**config.mk**
```make
export PLATFORM = sky130hd
export DESIGN_NAME = series_job_arbiter
export DESIGN_NICKNAME = d
export VERILOG_FILES = /design/src/rtl/series_arb_pkg.sv /design/src/rtl/series_job_arbiter_rr_picker.sv /design/src/rtl/series_job_arbiter.sv
export SDC_FILE = /design/constraint.sdc
export NUM_CORES = 1
export LEC_CHECK = 0
export CORE_AREA = 3 3 76 78
export CTS_BUF_LIST = sky130_fd_sc_hd__clkbuf_8
export CTS_CLUSTER_DIAMETER = 40
export CTS_CLUSTER_SIZE = 8
export DETAILED_ROUTE_END_ITERATION = 7
export DIE_AREA = 0 0 79 81
export PLACE_DENSITY = 0.87
export SYNTH_ARGS = -nofsm -noshare
export SYNTH_HDL_FRONTEND = slang
export SYNTH_SLANG_ARGS = --single-unit
```
**constraint.sdc**
```tcl
create_clock -name clk -period 3 [get_ports clk]
set_input_delay 0.3 -clock clk [delete_from_list [all_inputs] [get_ports clk]]
set_output_delay 0.3 -clock clk [all_outputs]
set_load 0.05 [all_outputs]
```
**src/rtl/series_arb_pkg.sv**
```systemverilog
// Shared types and default parameters for the series-unit job arbiter.
package series_arb_pkg;

  localparam int DEF_N_REQ   = 4;
  localparam int DEF_DATA_W  = 16;
  localparam int DEF_TIMEOUT = 255;

  typedef enum logic [2:0] {
    IDLE  = 3'd0,
    GRANT = 3'd1,
    START = 3'd2,
    WAIT  = 3'd3,
    RESP  = 3'd4
  } arb_state_e;

endpackage

```
**src/rtl/series_job_arbiter_rr_picker.sv**
```systemverilog
// Combinational round-robin picker: first set req bit at or after rr_ptr, wrapping mod N_REQ.
module rr_picker #(
  parameter  int N_REQ = 4,
  localparam int IDW   = $clog2(N_REQ)
) (
  input  logic [N_REQ-1:0] req,
  input  logic [IDW-1:0]   rr_ptr,
  output logic             valid,
  output logic [IDW-1:0]   idx
);

  logic [IDW:0]   sum  [N_REQ];
  logic [IDW-1:0] cand [N_REQ];

  // cand[gi] is the client gi positions after rr_ptr; the wrap is an explicit
  // subtract so non-power-of-two N_REQ works.
  for (genvar gi = 0; gi < N_REQ; gi++) begin : g_cand
    assign sum[gi]  = {1'b0, rr_ptr} + (IDW+1)'(gi);
    assign cand[gi] = (sum[gi] >= (IDW+1)'(N_REQ)) ?
                      IDW'(sum[gi] - (IDW+1)'(N_REQ)) : sum[gi][IDW-1:0];
  end

  always_comb begin
    valid = 1'b0;
    idx   = '0;
    for (int k = N_REQ - 1; k >= 0; k--) begin
      if (req[cand[k]]) begin
        valid = 1'b1;
        idx   = cand[k];
      end
    end
  end

endmodule

```
**src/rtl/series_job_arbiter.sv**
```systemverilog
// Round-robin arbiter/sequencer sharing one series unit among N_REQ clients.
// Define SERIES_ARB_TIMEOUT_EN to abort WAIT after TIMEOUT cycles with err=1.
module series_job_arbiter
  import series_arb_pkg::*;
#(
  parameter  int N_REQ   = DEF_N_REQ,
  parameter  int DATA_W  = DEF_DATA_W,
  parameter  int TIMEOUT = DEF_TIMEOUT,
  localparam int IDW     = $clog2(N_REQ)
) (
  input  logic                    clk,
  input  logic                    rst,
  input  logic [N_REQ-1:0]        req,
  input  logic [N_REQ*DATA_W-1:0] x_in,
  output logic [N_REQ-1:0]        ack,
  output logic [DATA_W-1:0]       result,
  output logic                    err,
  output logic                    busy,
  output logic [IDW-1:0]          grant_id,
  output logic                    su_start,
  output logic [DATA_W-1:0]       su_x,
  input  logic                    su_done,
  input  logic [DATA_W-1:0]       su_result
);

  arb_state_e        state_q, state_d;
  logic [IDW-1:0]    rr_ptr_q, rr_ptr_d;
  logic [IDW-1:0]    grant_id_q, grant_id_d;
  logic [DATA_W-1:0] su_x_q, su_x_d;
  logic [DATA_W-1:0] result_q, result_d;

  logic              pick_valid;
  logic [IDW-1:0]    pick_idx;

  rr_picker #(.N_REQ(N_REQ)) u_picker (
    .req    (req),
    .rr_ptr (rr_ptr_q),
    .valid  (pick_valid),
    .idx    (pick_idx)
  );

`ifdef SERIES_ARB_TIMEOUT_EN
  localparam int CNT_W = $clog2(TIMEOUT + 1);
  logic [CNT_W-1:0] tmo_cnt_q, tmo_cnt_d;
  logic             err_q, err_d;
  logic             tmo_hit;

  // Leaving on the cycle the count would reach TIMEOUT gives exactly TIMEOUT WAIT cycles.
  assign tmo_hit = (tmo_cnt_q == CNT_W'(TIMEOUT - 1));
`else
  logic unused_timeout;
  assign unused_timeout = (TIMEOUT != 0);
`endif

  always_comb begin
    state_d    = state_q;
    rr_ptr_d   = rr_ptr_q;
    grant_id_d = grant_id_q;
    su_x_d     = su_x_q;
    result_d   = result_q;
`ifdef SERIES_ARB_TIMEOUT_EN
    tmo_cnt_d  = tmo_cnt_q;
    err_d      = err_q;
`endif
    case (state_q)
      IDLE: begin
        if (|req) state_d = GRANT;
      end
      GRANT: begin
        // All requesters may have dropped since IDLE; go back without a job.
        if (pick_valid) begin
          grant_id_d = pick_idx;
          su_x_d     = x_in[pick_idx*DATA_W +: DATA_W];
          state_d    = START;
        end else begin
          state_d = IDLE;
        end
      end
      START: begin
        state_d = WAIT;
`ifdef SERIES_ARB_TIMEOUT_EN
        tmo_cnt_d = '0;
`endif
      end
      WAIT: begin
        if (su_done) begin
          result_d = su_result;
          state_d  = RESP;
`ifdef SERIES_ARB_TIMEOUT_EN
          err_d    = 1'b0;
        end else if (tmo_hit) begin
          result_d = '0;
          err_d    = 1'b1;
          state_d  = RESP;
        end else begin
          tmo_cnt_d = tmo_cnt_q + 1'b1;
`endif
        end
      end
      RESP: begin
        rr_ptr_d = (grant_id_q == IDW'(N_REQ - 1)) ? '0 : grant_id_q + 1'b1;
        state_d  = IDLE;
      end
      default: state_d = IDLE;
    endcase
  end

  always_ff @(posedge clk or negedge rst) begin
    if (!rst) begin
      state_q    <= IDLE;
      rr_ptr_q   <= '0;
      grant_id_q <= '0;
      su_x_q     <= '0;
      result_q   <= '0;
`ifdef SERIES_ARB_TIMEOUT_EN
      tmo_cnt_q  <= '0;
      err_q      <= 1'b0;
`endif
    end else begin
      state_q    <= state_d;
      rr_ptr_q   <= rr_ptr_d;
      grant_id_q <= grant_id_d;
      su_x_q     <= su_x_d;
      result_q   <= result_d;
`ifdef SERIES_ARB_TIMEOUT_EN
      tmo_cnt_q  <= tmo_cnt_d;
      err_q      <= err_d;
`endif
    end
  end

  always_comb begin
    ack = '0;
    if (state_q == RESP) ack[grant_id_q] = 1'b1;
  end

`ifdef SERIES_ARB_TIMEOUT_EN
  assign err = (state_q == RESP) && err_q;
`else
  assign err = 1'b0;
`endif

  assign result   = result_q;
  assign busy     = (state_q != IDLE);
  assign grant_id = grant_id_q;
  assign su_start = (state_q == START);
  assign su_x     = su_x_q;

endmodule
```
# Yosys cells after proc, flatten, opt, wreduce, memory -nomap -nowiden
# Index checks and enable logic that the tools add are counted.
# totals
out_inout_bits	41
regBits	39
word_cells	66
# op_classes
add_sub_neg	8
n_shift	1
mux	28
eq_ne	7
n_lt_le_gt_ge	10
reduce_logical	7
# op_table
op	n
$shiftx 64x7->16	1
$mux 2	10
$lt 2x3->1 const B	5
$pmux 3 s4	1
$ge 3x3->1 const B	3
$mux 1	9
$bmux 1 s2	4
$sub 2x1->2 const B	4
$add 2x2->3 const B	2
$eq 3x2->1 const B	2
$mux 3	2
$reduce_and 2->1	3
$mux 4	1
$ne 2x2->1 const B	2
$reduce_or 4->1	1
$add 2x1->3 const B	1
$eq 3x1->1 const B	1
$eq 3x3->1 const B	1
$ge 2x3->1 const B	1
$logic_not 3->1	1
$reduce_bool 3->1	1
$add 2x1->2 const B	1
$demux 1 s2	1
$eq 2x2->1 const B	1
2 further kinds	2

# Longest topological paths before layout
# logic_depth
word_depth	11
ltp_mapped	7

# Modules after synthesis
# Synthesis repeated with hierarchy kept, for this count alone.
# unflattened
hier_cells	142
area_unflattened_um2	2137.0
# by_module_without_submodules
module	area_per_inst_um2	cells_per_inst	instances	seq_area_each_um2
series_job_arbiter	2059.5	129	1	975.9
rr_picker	77.6	13	1	0.0

# Worst setup path before layout
# No wires, ideal clock.
# synth_timing
path_kind	reg-to-output
from	register state_q[0]
to	output su_start
slack_ns	1.071
path_buffers	0
t_arrival_ns	1.629
stages_incl_launch_ff	2
required_ns	2.700
cell_sequence	dfrtp_1 > nor3b_1
# synth_between
elab_chain_cells	1
# synth_lines
item	line	text
from (decl)	series_job_arbiter.sv:26	arb_state_e state_q, state_d;
from (signal assigned)	series_job_arbiter.sv:120	state_q <= state_d;
$eq 3x2->1	series_job_arbiter.sv:146	assign su_start = (state_q == START);
to (decl)	series_job_arbiter.sv:20	output logic su_start,
# Every way passes these cells.

# Final worst setup path
# layout_timing
from	register state_q[2]
to	output ack[1]
# layout_between
elab_chain_cells	2
# layout_lines
item	line	text
$eq 3x3->1	series_job_arbiter.sv:134	if (state_q == RESP) ack[grant_id_q] = 1'b1;
$mux 4	series_job_arbiter.sv:134	
to (decl)	series_job_arbiter.sv:15	output logic [N_REQ-1:0] ack,
# Every way passes these cells.

==> impl_metrics.csv <==
group,metric,value,unit
synth,ys.flop_type,"dfrtp_1",
layout,nFillCells,435,
run_status,status,"completed",
synth,synth_area,2160,um^2
detailed_routing,vias_per_cell,5.27,
worst_setup_path,arrival,2.36,ns
synth,syn_nets,337,
layout,syn_to_final_growth,63.3,%
detailed_routing,ant_nets,0,
floorplanning,die_y,81,um
cts,htree_num_levels,2,
grt,grt_pass1_wl,11.5,mm
sta,period_needed,2.66,ns
cts,cts_sinks,39,
sta,min_period_over_period,0.888,
place,io_buffer_count,126,
grt,grt_use_met2,0.399,
sta,hold_ws,0.124,ns
grt,grt_usage,0.227,
layout,final_nets,459,
worst_setup_path,slowest_stage,"clkdlybuf4s50_1",
sta,worstMarginPinSlew,0.891,ns
detailed_routing,drc,0,
synth,synth_area_leaders,"dfrtp_1, nand2_1, a2111oi_0",
pwr,power.leakage,1.45,nW
synth,synth_largest_area_cell,"dfrtp_1",
grt,overflow,0,
synth,syn_avg_cell_area,8.78,um^2
cts,cts_buffer_depth,2,
worst_setup_path,cp_cell_sequence,"nor3b_1, and2_1, clkdlybuf4s50_1",
sta,fmax,0.376,GHz
grt,use_met3,0.0610,
detailed_routing,vias,2315,
min_path,hold_class,"input port to async pin",
synth,synth-seq-cells,39,
floorplanning,initial_core_util,0.420,
grt,grt.met1_usage,0.276,
synth,synth_edf_count,0,
synth,netlist.area_leader.share,0.452,
grt,busiest_layer,"met2",
sta,final.setup.tns,0,ns
place,hpwl,5.15,mm
job,cap_violations,0,
floorplanning,placementRows,26,
cts,insertion_delay,0.29,ns
floorplanning,dieArea,6400,um^2
detailed_routing,first_iter_violations,149,
detailed_routing,wl,6.94,mm
cts,cts_resized,0,
synth,synthCells,246,
cts,ctsHoldBuffers,0,
pwr,ir_drop,0.531,mV
cts,cts_tree,"done",
grt,antenna_found_initial,0,
sta,slew_headroom,0.406,
layout,antennaDiodeCount,0,
detailed_routing,wire_per_inst,15.8,um
sta,finClkSkew,0.0100,ns
worst_setup_path,crit_fanout,8,
sta,finalHoldViolCount,0,
cts,cts_made_buffers,5,
layout,drive_above_1_share,0.0515,
worst_setup_path,crit_path_end_kind,"output pin",
pwr,power_density,1020,nW/um^2
worst_setup_path,critPathLaunchType,"flip-flop",
floorplanning,coreArea,5140,um^2
synth,synthArstFlopShare,1.00,
floorplanning,num_io_pins,128,
worst_setup_path,critPathBufInv,1,
worst_setup_path,worst_path_dominant_cell_family,"buffers and inverters",
cts,cts-root-buf,"clkbuf_8",
worst_setup_path,critical_path_required,2.70,ns
worst_setup_path,cpPeakStageDelay,0.82,ns
floorplanning,die_w,79,um
sta,rsz0062_at_grt,"no",
grt,grt_start_max_net_pins,40,
detailed_routing,drt-pass1-iter-count,4,
synth,ys_seq_area_frac,0.452,
sta,final_max_slew_viol_count,0,
synth,yosys_warnings,0,
synth,yosysUniqueCellTypes,33,
worst_setup_path,critPathKind,"flip-flop to output pin",
cts,path_clk_slew,0.08,ns
cts,postCtsSetupRepairBufs,0,
grt,grt_pass1_vias,2423,
sta,setup_violations,0,
place,place_congestion,0.804,
## cells by family (layout without fill, tap and decap cells)
kind of cell	Yosys count	count (layout)	share of synthesized area
AND/OR/NAND/NOR	120	120	0.241
AO/OA/AOI/OAI	60	60	0.219
other	1	1	0.00174
adder cells (fa/ha/maj)	4	4	0.0232
flip-flops	39	39	0.452
multiplexers	2	2	0.00985
buffers and inverters	20	143	0.0533
## worst register-to-register path, stage by stage (launching register included)
cell	delay, ns
dfrtp_1	0.46
mux2i_1	0.25
a21oi_2	0.15
and2_0	0.18
buf_4	0.23
a2111oi_0	0.55
a311oi_1	0.10
## where the power goes
part | leakage [nW] | internal [W] | total, W | switching (W)
Combinational | 0.943 | 0.000787 | 0.00228 | 0.00149
Sequential | 0.466 | 0.000780 | 0.000959 | 0.000179
Clock | 0.0453 | 0.000159 | 0.000348 | 0.000189
Total | 1.45 | 0.00173 | 0.00359 | 0.00186
## routing by layer
metal | wire [um] | vias up | part of all wire
li1 | - | 1099 | -
met1 | 2760 | 1088 | 0.40
met2 | 3540 | 103 | 0.51
met3 | 491 | 25 | 0.071
met4 | 146 | 0 | 0.021
met5 | 0 | - | 0
## cell usage in the layout, fill, tap and decap left out, types with 3 or more instances in the layout
master | Yosys | final
a2111oi_0 | 16 | 16
a21boi_0 | 16 | 16
a21oi_1 | 4 | 4
a311oi_1 | 16 | 16
and2_1 | 5 | 5
buf_4 | 6 | 5
clkbuf_8 | 0 | 5
clkdlybuf4s50_1 | 0 | 125
dfrtp_1 | 39 | 39
ha_1 | 4 | 4
inv_1 | 3 | 4
nand2_1 | 87 | 87
nor2_1 | 17 | 17
nor3b_1 | 3 | 3
o21ai_0 | 3 | 3
## synthesized netlist by cell type (all sizes together), types with 3 or more instances
master	count
nand2	87
dfrtp	39
nor2	18
a2111oi	16
a21boi	16
a311oi	16
buf	10
and2	6
clkbuf	6
a21oi	5
ha	4
inv	3
nor3b	3
o21ai	3
## sequential cells by signal (all words and copies together), names as in the netlist
signal / flops
rr_ptr_q: 2
result: 16
su_x: 16
state_q: 3
grant_id: 2
## metrics by stage
stage	instances	worst slack [ns]	util	area (um^2)	total power, W
floorplan	246	1.07	-	2160	0.00248
global placement	431	0.614	0.669	3440	0.00321
detailed placement	431	0.529	0.669	3440	0.00326
CTS	439	0.324	0.686	3530	0.00361
global route	439	0.196	0.686	3530	0.00381
finish	439	0.337	0.686	3530	0.00359
## cell type report
cell class / instances / area, um^2 / area share
clock inverter: 3 / 16.3 / 0.00461
sequential: 39 / 976 / 0.277
timing repair buffer: 131 / 1290 / 0.367
inverter: 4 / 15.0 / 0.00426
tap: 70 / 87.6 / 0.0248
multi-input combinational: 187 / 1070 / 0.303
clock buffer: 5 / 68.8 / 0.0195
## path summary, 6_finish.rpt
path                                   from         to  slack (ns)  depth (start not counted)
worst max register to register  rr_ptr_q[1]    su_x[3]        0.93                          6
worst max-delay path             state_q[2]     ack[1]        0.34                          3
worst min-delay path                    rst   su_x[14]        0.12                          1
min in group clk                  result[8]  result[8]        0.48                          2
worst min register to register    result[8]  result[8]        0.48                          2
max in group asynchronous               rst    su_x[4]        2.30                          1
(Power assumes the default switching activity.)
